$ cat src/rtl/eightbit_alu_ctrl_if.sv
// Command/response handshake bundle between an instruction source (master)
// and the eightbit_alu_ctrl sequencer (slave).
interface eightbit_alu_ctrl_if;
  logic       cmd_valid;
  logic       cmd_ready;
  logic [2:0] cmd_op;
  logic [1:0] cmd_dst;
  logic [1:0] cmd_srca;
  logic [1:0] cmd_srcb;
  logic [7:0] cmd_imm;

  logic       rsp_valid;
  logic       rsp_ready;
  logic [7:0] rsp_data;
  logic       rsp_ovf;
  logic       rsp_err;

  modport master (
    output cmd_valid, cmd_op, cmd_dst, cmd_srca, cmd_srcb, cmd_imm, rsp_ready,
    input  cmd_ready, rsp_valid, rsp_data, rsp_ovf, rsp_err
  );

  modport slave (
    input  cmd_valid, cmd_op, cmd_dst, cmd_srca, cmd_srcb, cmd_imm, rsp_ready,
    output cmd_ready, rsp_valid, rsp_data, rsp_ovf, rsp_err
  );
endinterface

$ cat src/rtl/eightbit_alu_ctrl.sv
// Multi-cycle sequencer driving an external combinational 8-bit ALU from a 4x8 register file.
// Optional feature: define ALU_CTRL_SAT_EN to saturate ADD results to 8'hFF on carry-out.
module eightbit_alu_ctrl (
  input  logic                     clk,
  input  logic                     rst_n,
  eightbit_alu_ctrl_if.slave       bus,
  output logic [1:0]               alu_sel,
  output logic [7:0]               alu_a,
  output logic [7:0]               alu_b,
  input  logic [7:0]               alu_f,
  input  logic                     alu_ovf,
  input  logic [1:0]               dbg_addr,
  output logic [7:0]               dbg_data
);

  typedef enum logic [1:0] {
    S_IDLE,
    S_FETCH,
    S_EXEC,
    S_WB
  } state_e;

  localparam logic [2:0] OP_ADD = 3'd0;
  localparam logic [2:0] OP_LDI = 3'd4;

`ifdef ALU_CTRL_SAT_EN
  localparam bit SatEn = 1'b1;
`else
  localparam bit SatEn = 1'b0;
`endif

  state_e     state_q, state_d;
  logic [2:0] op_q, op_d;
  logic [1:0] dst_q, dst_d;
  logic [1:0] srca_q, srca_d;
  logic [1:0] srcb_q, srcb_d;
  logic [7:0] imm_q, imm_d;
  logic [7:0] rf_q [4];
  logic [7:0] rf_d [4];
  logic [1:0] alu_sel_q, alu_sel_d;
  logic [7:0] alu_a_q, alu_a_d;
  logic [7:0] alu_b_q, alu_b_d;
  logic [7:0] rsp_data_q, rsp_data_d;
  logic       rsp_ovf_q, rsp_ovf_d;
  logic       rsp_err_q, rsp_err_d;
  logic [7:0] exec_result;

  // NOTE: sequential state uses non-blocking assignments so every register
  // samples the pre-edge values, independent of statement order.
  always_ff @(posedge clk) begin
    if (!rst_n) begin
      state_q    <= S_IDLE;
      op_q       <= '0;
      dst_q      <= '0;
      srca_q     <= '0;
      srcb_q     <= '0;
      imm_q      <= '0;
      // NOTE: the register file is explicitly cleared on reset because software
      // relies on R0-R3 reading zero; a plain RAM here would come up undefined.
      rf_q       <= '{default: '0};
      alu_sel_q  <= '0;
      alu_a_q    <= '0;
      alu_b_q    <= '0;
      rsp_data_q <= '0;
      rsp_ovf_q  <= 1'b0;
      rsp_err_q  <= 1'b0;
    end else begin
      state_q    <= state_d;
      op_q       <= op_d;
      dst_q      <= dst_d;
      srca_q     <= srca_d;
      srcb_q     <= srcb_d;
      imm_q      <= imm_d;
      rf_q       <= rf_d;
      alu_sel_q  <= alu_sel_d;
      alu_a_q    <= alu_a_d;
      alu_b_q    <= alu_b_d;
      rsp_data_q <= rsp_data_d;
      rsp_ovf_q  <= rsp_ovf_d;
      rsp_err_q  <= rsp_err_d;
    end
  end

  always_comb begin
    // NOTE: every variable gets a hold/default value first so no path through
    // the case statement can leave one unassigned and infer a latch.
    state_d     = state_q;
    op_d        = op_q;
    dst_d       = dst_q;
    srca_d      = srca_q;
    srcb_d      = srcb_q;
    imm_d       = imm_q;
    rf_d        = rf_q;
    alu_sel_d   = alu_sel_q;
    alu_a_d     = alu_a_q;
    alu_b_d     = alu_b_q;
    rsp_data_d  = rsp_data_q;
    rsp_ovf_d   = rsp_ovf_q;
    rsp_err_d   = rsp_err_q;
    exec_result = alu_f;

    unique case (state_q)
      S_IDLE: begin
        if (bus.cmd_valid) begin
          op_d    = bus.cmd_op;
          dst_d   = bus.cmd_dst;
          srca_d  = bus.cmd_srca;
          srcb_d  = bus.cmd_srcb;
          imm_d   = bus.cmd_imm;
          state_d = S_FETCH;
        end
      end

      S_FETCH: begin
        alu_sel_d = op_q[1:0];
        alu_a_d   = rf_q[srca_q];
        alu_b_d   = rf_q[srcb_q];
        if (!op_q[2]) begin
          state_d = S_EXEC;
        end else begin
          // LDI and illegal ops never touch the ALU; their response is set up here.
          state_d   = S_WB;
          rsp_ovf_d = 1'b0;
          if (op_q == OP_LDI) begin
            rf_d[dst_q] = imm_q;
            rsp_data_d  = imm_q;
            rsp_err_d   = 1'b0;
          end else begin
            rsp_data_d  = '0;
            rsp_err_d   = 1'b1;
          end
        end
      end

      S_EXEC: begin
        if (SatEn && (op_q == OP_ADD) && alu_ovf) begin
          exec_result = 8'hFF;
        end
        rf_d[dst_q] = exec_result;
        rsp_data_d  = exec_result;
        rsp_ovf_d   = alu_ovf;
        rsp_err_d   = 1'b0;
        state_d     = S_WB;
      end

      S_WB: begin
        if (bus.rsp_ready) begin
          state_d = S_IDLE;
        end
      end

      default: state_d = S_IDLE;
    endcase
  end

  assign bus.cmd_ready = (state_q == S_IDLE);
  assign bus.rsp_valid = (state_q == S_WB);
  assign bus.rsp_data  = rsp_data_q;
  assign bus.rsp_ovf   = rsp_ovf_q;
  assign bus.rsp_err   = rsp_err_q;

  assign alu_sel  = alu_sel_q;
  assign alu_a    = alu_a_q;
  assign alu_b    = alu_b_q;
  assign dbg_data = rf_q[dbg_addr];

endmodule

$ cat src/flat_wrapper.sv
// flat-port wrapper written by rule: the top's interface ports become plain ports
module eightbit_alu_ctrl_flat 
  (clk, rst_n, alu_sel, alu_a, alu_b, alu_f, alu_ovf, dbg_addr, dbg_data, bus_cmd_valid, bus_cmd_op, bus_cmd_dst, bus_cmd_srca, bus_cmd_srcb, bus_cmd_imm, bus_rsp_ready, bus_cmd_ready, bus_rsp_valid, bus_rsp_data, bus_rsp_ovf, bus_rsp_err);
  eightbit_alu_ctrl_if bus_i ();
  input  logic clk;
  input  logic rst_n;
  output logic [1:0] alu_sel;
  output logic [7:0] alu_a;
  output logic [7:0] alu_b;
  input  logic [7:0] alu_f;
  input  logic alu_ovf;
  input  logic [1:0] dbg_addr;
  output logic [7:0] dbg_data;
  input wire logic [$bits(bus_i.cmd_valid)-1:0] bus_cmd_valid;
  input wire logic [$bits(bus_i.cmd_op)-1:0] bus_cmd_op;
  input wire logic [$bits(bus_i.cmd_dst)-1:0] bus_cmd_dst;
  input wire logic [$bits(bus_i.cmd_srca)-1:0] bus_cmd_srca;
  input wire logic [$bits(bus_i.cmd_srcb)-1:0] bus_cmd_srcb;
  input wire logic [$bits(bus_i.cmd_imm)-1:0] bus_cmd_imm;
  input wire logic [$bits(bus_i.rsp_ready)-1:0] bus_rsp_ready;
  output wire logic [$bits(bus_i.cmd_ready)-1:0] bus_cmd_ready;
  output wire logic [$bits(bus_i.rsp_valid)-1:0] bus_rsp_valid;
  output wire logic [$bits(bus_i.rsp_data)-1:0] bus_rsp_data;
  output wire logic [$bits(bus_i.rsp_ovf)-1:0] bus_rsp_ovf;
  output wire logic [$bits(bus_i.rsp_err)-1:0] bus_rsp_err;
  assign bus_i.cmd_valid = bus_cmd_valid;
  assign bus_i.cmd_op = bus_cmd_op;
  assign bus_i.cmd_dst = bus_cmd_dst;
  assign bus_i.cmd_srca = bus_cmd_srca;
  assign bus_i.cmd_srcb = bus_cmd_srcb;
  assign bus_i.cmd_imm = bus_cmd_imm;
  assign bus_i.rsp_ready = bus_rsp_ready;
  assign bus_cmd_ready = bus_i.cmd_ready;
  assign bus_rsp_valid = bus_i.rsp_valid;
  assign bus_rsp_data = bus_i.rsp_data;
  assign bus_rsp_ovf = bus_i.rsp_ovf;
  assign bus_rsp_err = bus_i.rsp_err;
  eightbit_alu_ctrl u_core (.clk(clk), .rst_n(rst_n), .bus(bus_i), .alu_sel(alu_sel), .alu_a(alu_a), .alu_b(alu_b), .alu_f(alu_f), .alu_ovf(alu_ovf), .dbg_addr(dbg_addr), .dbg_data(dbg_data));
endmodule
$ cat config.mk
export PLATFORM = sky130hd
export DESIGN_NAME = eightbit_alu_ctrl_flat
export DESIGN_NICKNAME = d
export VERILOG_FILES = /design/src/rtl/eightbit_alu_ctrl_if.sv /design/src/rtl/eightbit_alu_ctrl.sv /design/src/flat_wrapper.sv
export SDC_FILE = /design/constraint.sdc
export NUM_CORES = 1
export LEC_CHECK = 0
export BUFFER_PORTS_ARGS = -buffer_cell sky130_fd_sc_hd__buf_2
export CAP_MARGIN = 20
export CORE_ASPECT_RATIO = 0.5
export CORE_MARGIN = 2
export CORE_UTILIZATION = 55
export DETAILED_ROUTE_END_ITERATION = 7
export PLACE_DENSITY = 0.91
export SKIP_LAST_GASP = 1
export SLEW_MARGIN = 15
export SYNTH_ARGS = -nofsm -noshare
export SYNTH_HDL_FRONTEND = slang
export SYNTH_SLANG_ARGS = --single-unit
$ cat constraint.sdc
create_clock -name clk -period 2.6 [get_ports clk]
set_clock_uncertainty 0.05 [all_clocks]
set_input_delay 0.26 -clock clk [delete_from_list [all_inputs] [get_ports clk]]
set_output_delay 0.26 -clock clk [all_outputs]
set_load 0.05 [all_outputs]
* Word-level counts from Yosys, hierarchy flattened
Index checks and enable logic that the tools add are counted.
Widths: inputs -> output; s select.
** Word-level totals
- Memories :: 0
- Memory bits (writable) :: 0
- Bits in latches :: 0
- Flip-flop bits (word level) :: 79
- Word-level logic and storage cells :: 68
- Memory bits (read-only) :: 0
** Cells by class
- Add/subtract/negate cells :: 0
- Reductions and logical operators :: 7
- Mux-type cells :: 28
- Shift operators :: 0
- Multipliers :: 0
- Magnitude comparators :: 5
- Equality and inequality tests :: 8
- Bitwise logic cells :: 4
- Divide/modulo/power cells :: 0
** Operators by type and width (number)
- $mux 8 :: 9
- $bwmux 32 :: 2
- $mux 32 :: 2
- $pmux 32 s2 :: 1
- $bmux 8 s2 :: 3
- $demux 8 s2 :: 1
- $pmux 8 s2 :: 1
- $ge 3x3->1 const B :: 4
- $not 2->3 :: 4
- $pmux 2 s4 :: 1
- $reduce_and 2->1 :: 3
- $eq 2x2->1 const B :: 2
- $mux 1 :: 4
- $mux 2 :: 2
- $ne 2x1->1 const B :: 2
- $ne 2x2->1 const B :: 2
- $pmux 1 s2 :: 2
- $eq 3x3->1 const B :: 1
- $lt 3x1->1 const B :: 1
- $reduce_and 3->1 :: 1
- $eq 2x1->1 const B :: 1
- $logic_not 2->1 :: 1
- $reduce_bool 2->1 :: 1
- $logic_and 1x1->1 :: 1

* Longest topological paths before layout
- Depth in word-level cells :: 9
- Mapped depth :: 7
- Gate-level depth less buffers :: 5

* Worst setup path after synthesis
No wires, ideal clock.
- Path kind :: register to register
- Start point :: register u_core.state_q[0]
- End point :: register u_core.imm_q[6]
- Buffers on the path :: 2
- Arrival :: 1.817 ns
- Cell stages (with the launch flop) :: 8
- Data required time :: 2.479 ns
- Clock period less this slack :: 1.937 ns
- Slack :: 0.663 ns
- Cell sequence :: dfxtp_1 inv_1 ha_1 and2_1 clkbuf_1 clkbuf_1 nand2_1 a21oi_1
** On the way
- Longest elaborated chain between the ends :: 2
** Ends and longest elaborated chain
- start: declaration :: line eightbit_alu_ctrl.sv:32 : state_e state_q, state_d;
- start signal: assignment :: line eightbit_alu_ctrl.sv:68 : state_q <= state_d;
- $logic_not 2->1
- named net bus_cmd_ready :: line flat_wrapper.sv:21 : output wire logic [$bits(bus_i.cmd_ready)-1:0] bus_cmd_ready;
- $reduce_and 2->1 (no source line)
- end signal: assignment :: line eightbit_alu_ctrl.sv:73 : imm_q <= imm_d;
- end: declaration :: line eightbit_alu_ctrl.sv:37 : logic [7:0] imm_q, imm_d;
The timed path passes the listed nets, and every way through them passes these cells.
A chain may end at the register's enable or synchronous reset.

* Worst setup path after layout
- Start point :: register u_core.state_q[1]
- End point :: register u_core.rf_q[4] in the netlist's numbering
** On the way
- Longest elaborated chain between the ends :: 3
- Elaborated cells on any way between the ends :: 7
- Classes of those cells :: eq/ne: 4; mux: 1; reduce/logical: 2
** Ends and longest elaborated chain
- $eq 2x1->1 or $eq 2x2->1 (tied branches) :: line eightbit_alu_ctrl.sv:102 : unique case (state_q)
- $ne 2x1->1 (no source line) or $reduce_bool 2->1 (tied branches)
- $reduce_and 3->1 (no source line)
- end signal: assignment :: line eightbit_alu_ctrl.sv:74 : rf_q <= rf_d;
- end: declaration :: line eightbit_alu_ctrl.sv:38 : logic [7:0] rf_q [4];
Parallel ways exist; a longest one is shown, timed or not.

==> results.md <==
* Max incr delay on CP at 0.70 ns
* Pin count of the biggest net entering global routing at 49
* Highest metal used: met4
* Standard cell with the maximum stage delay on the critical path: a21oi_2
* Post-detailed-route wirelength per cell at 18.8 um
* Via count of the first global-routing pass at 2851
* Starting utilization of the core area at 56.0%
* Synth cell types at 26
* Post-place instance area at 4090 um2
* DIE AREA at 7400 um2
* Status: complete, no violations
* Worst EP required at 2.81 ns
* Final hold violation count at 0
* Post-layout power at 4460 uW
* Final antenna-violating net count at 0
* Via density at 5.97
* Kind of cell with the highest combined delay on the critical path: compound AO/OA/AOI/OAI gates
* Design Area, Final at 4400 um2
* Leakage power summed over all cells at 0.00175 uW
* Setup violations, final at 0
* Initial antenna violation count at 0
* Post-CTS Setup Bufs at 0
* Met2 wirelength from detailed routing at 4.41 mm
* First-pass DRT Iterations at 5
* Max transition margin at 47.0%
* Critical-path maximum fanout at 11
* Met1 routed wirelength after detailed routing at 3.95 mm
* Multiplexer fraction of the synthesized cell area at 31.3%
* Worst hold-check slack at 0.104 ns
* Sequential cell area fraction in the yosys report at 43.0%
* Via count at 3068
* PwrDens at 1010 nW/um2
* Setup slack after layout at 0.550 ns
* Clock network fraction of design power at 29.9%
* Synthesized-area fraction occupied by xor and xnor cells at 0%
* Crit path buffers/inverters at 1
* Most frequent cells in the layout: dfxtp_1 (79), nand2_1 (76), buf_2 (69)
* Max-slew violation count at 0
* Die height at 61.8 um
* Nature of the critical path endpoint: register
* Std-Cell Core Area at 6570 um2
* Tightest Hold Check Type: in -> reg
* Startpoint class of the critical path: register
* Longest Clk Path Bufs at 2
* Routability congestion estimate from global placement at 0.859
* Half-perimeter wire length of the detailed placement result at 6.04 mm
* Logic pwr share at 35.2%
* Number of DRC markers in iteration 0 at 307
* Share of synthesized cell area in full adder, half adder and majority cells at 1.70%
* Achievable clock frequency at 0.488 GHz
* Number of register bits inferred by synthesis at 79
* Number of CTS-inserted buffers at 9
* Max-capacitance violation count at 0
* Number of top-level design ports at 70
* Ratio of cells with drive above 1 in the final layout at 30.3%
* Period Utilization, post-route at 78.9%
* Residual DRC count at 0
* Crit path DAT at 2.26 ns
* FP Rows at 21
* Syn Inst Count at 356
* Met3 wire len at 1.03 mm
* Average size of a mapped cell at 10.3 um2
* First-pass GRT wire length at 14.8 mm
* Clock tree sinks at 79
* Reported net switching power at 1670 uW
* Yosys warnings at 0
* Combinational family with the most area after synthesis: multiplexers
* CTS root buffer: clkbuf_16
* CP Cell Sequence: inv_1 -> ha_1 -> a21oi_2 -> mux2i_1
* Share of power burned in registers at 34.9%
* Total detailed-routing wirelength at 9.64 mm
* Quantity of hold-fixing buffers added after cts at 0
* Nets@finish at 455
* Layout overhead on the synthesized area at 19.6%
* Most common cell after layout, fill and taps aside: dfxtp_1
* VDD IR-drop max at 0.000433 V
* Count of H-tree levels built during CTS at 3
* Chip width at 120 um
* Internal power of the cells at 2790 uW
* # resized after CTS at 0
* Minimum clock period after layout at 2.05 ns
* Setup repair after global routing missed its margin: false
* Simple-gate share of the synthesized area at 12.9%
* Insertion delay to the later sink of the worst-skew pair at 0.34 ns
* Synth Area in Compound Gates at 8.06%
* Switching fraction of total power at 37.4%
* Aggregate global routing overflow at 0
* Slew at the pin with the worst max-slew slack at 0.794 ns
* Total Routing Usage GR at 26.6%
* Buffers added on ports at 69
* Clock input transition at the sequential cells of the worst setup and hold paths at 0.06 ns
* Post-placement worst setup slack at 0.700 ns
* Synthesized net count at 393
* Type of the setup path with the least slack: reg -> reg
* Total inserted antenna cells at 0
* CTS tree: built
* Post-Synthesis Cell Area at 3680 um2
* Setup_tns at 0 ns
[final timing paths]
| path | from | to | slack, ns | depth (start not counted) |
|---|---|---|---|---|
| worst max register to register | u_core.state_q[1] | u_core.rf_q[4] | 0.55 | 4 |
| worst min-delay path | bus_cmd_imm[2] | u_core.imm_q[2] | 0.10 | 3 |
| worst max-delay path | u_core.state_q[1] | u_core.rf_q[4] | 0.55 | 4 |
| worst min register to register | u_core.bus.rsp_ovf | u_core.bus.rsp_ovf | 0.41 | 2 |
[state kept, by name (all words and copies together), names as in the netlist]
signal,cells
u_core.alu_sel,2
u_core.bus.rsp_data,8
u_core.alu_b,8
u_core.state_q,2
u_core.alu_a,8
u_core.imm_q,8
u_core.srca_q,2
u_core.bus.rsp_err,1
u_core.bus.rsp_ovf,1
u_core.srcb_q,2
u_core.dst_q,2
u_core.op_q,3
u_core.rf_q,32
[kinds of logic (layout without fill, tap and decap cells)]
logic type,after synthesis,after routing
simple gates,116,116
buf+inv,28,94
fa+ha+maj,5,5
mux,84,84
flops,79,79
compound gates,44,44
[tightest hold or removal path, cell delays in order]
cell	delay, ns
buf_2	0.09
nand2_1	0.05
a21oi_1	0.05
[stage by stage]
step | cells | utilization (%)
3_5_place_dp | 499 | 62.2
5_1_grt | 514 | 67.0
2_1_floorplan | 356 | -
3_3_place_gp | 499 | 62.2
4_1_cts | 514 | 67.0
6_report | 514 | 67.0
[final cells by class]
type,instances,area [um2]
Clock buffer,9,225
Clock inverter,6,86.3
Fill cell,453,2170
Inverter,4,15.0
Multi-Input combinational cell,249,1990
Sequential cell,79,1580
Tap cell,92,115
Timing Repair Buffer,75,390
[power groups by stage]
stage	registers, uW	clock network [uW]	logic, uW
after global routing	1580	1380	1670
after CTS	1550	1330	1560
after global placement	1570	0	1500
after floorplan	1720	0	1040
after detailed placement	1570	0	1530
final	1560	1330	1570
[routing by layer]
layer	global-route usage [%]	vias to the layer above
met5	0	-
met4	11.8	0
met3	8.39	27
met2	44.0	198
met1	33.4	1460
li1	-	1383
[cells in the mapped netlist (all sizes together)]
cell / number / area (um2)
dfxtp: 79 / 1580
nand2: 76 / 285
mux2i: 51 / 510
nor2: 29 / 109
mux4: 24 / 541
a21oi: 22 / 121
clkbuf: 18 / 67.6
a221oi: 9 / 78.8
mux2: 9 / 101
o21ai: 9 / 45.0
buf: 6 / 30.0
ha: 5 / 62.6
inv: 4 / 15.0
nand3: 2 / 10.0
nand3b: 2 / 15.0
nor2b: 2 / 12.5
or3: 2 / 12.5
a2111oi: 1 / 27.5
a211oi: 1 / 7.51
a2bb2oi: 1 / 8.76
and2: 1 / 6.26
nor4b: 1 / 15.0
o211ai: 1 / 7.51
or3b: 1 / 8.76
No activity file was read; power rests on OpenSTA's default activity.
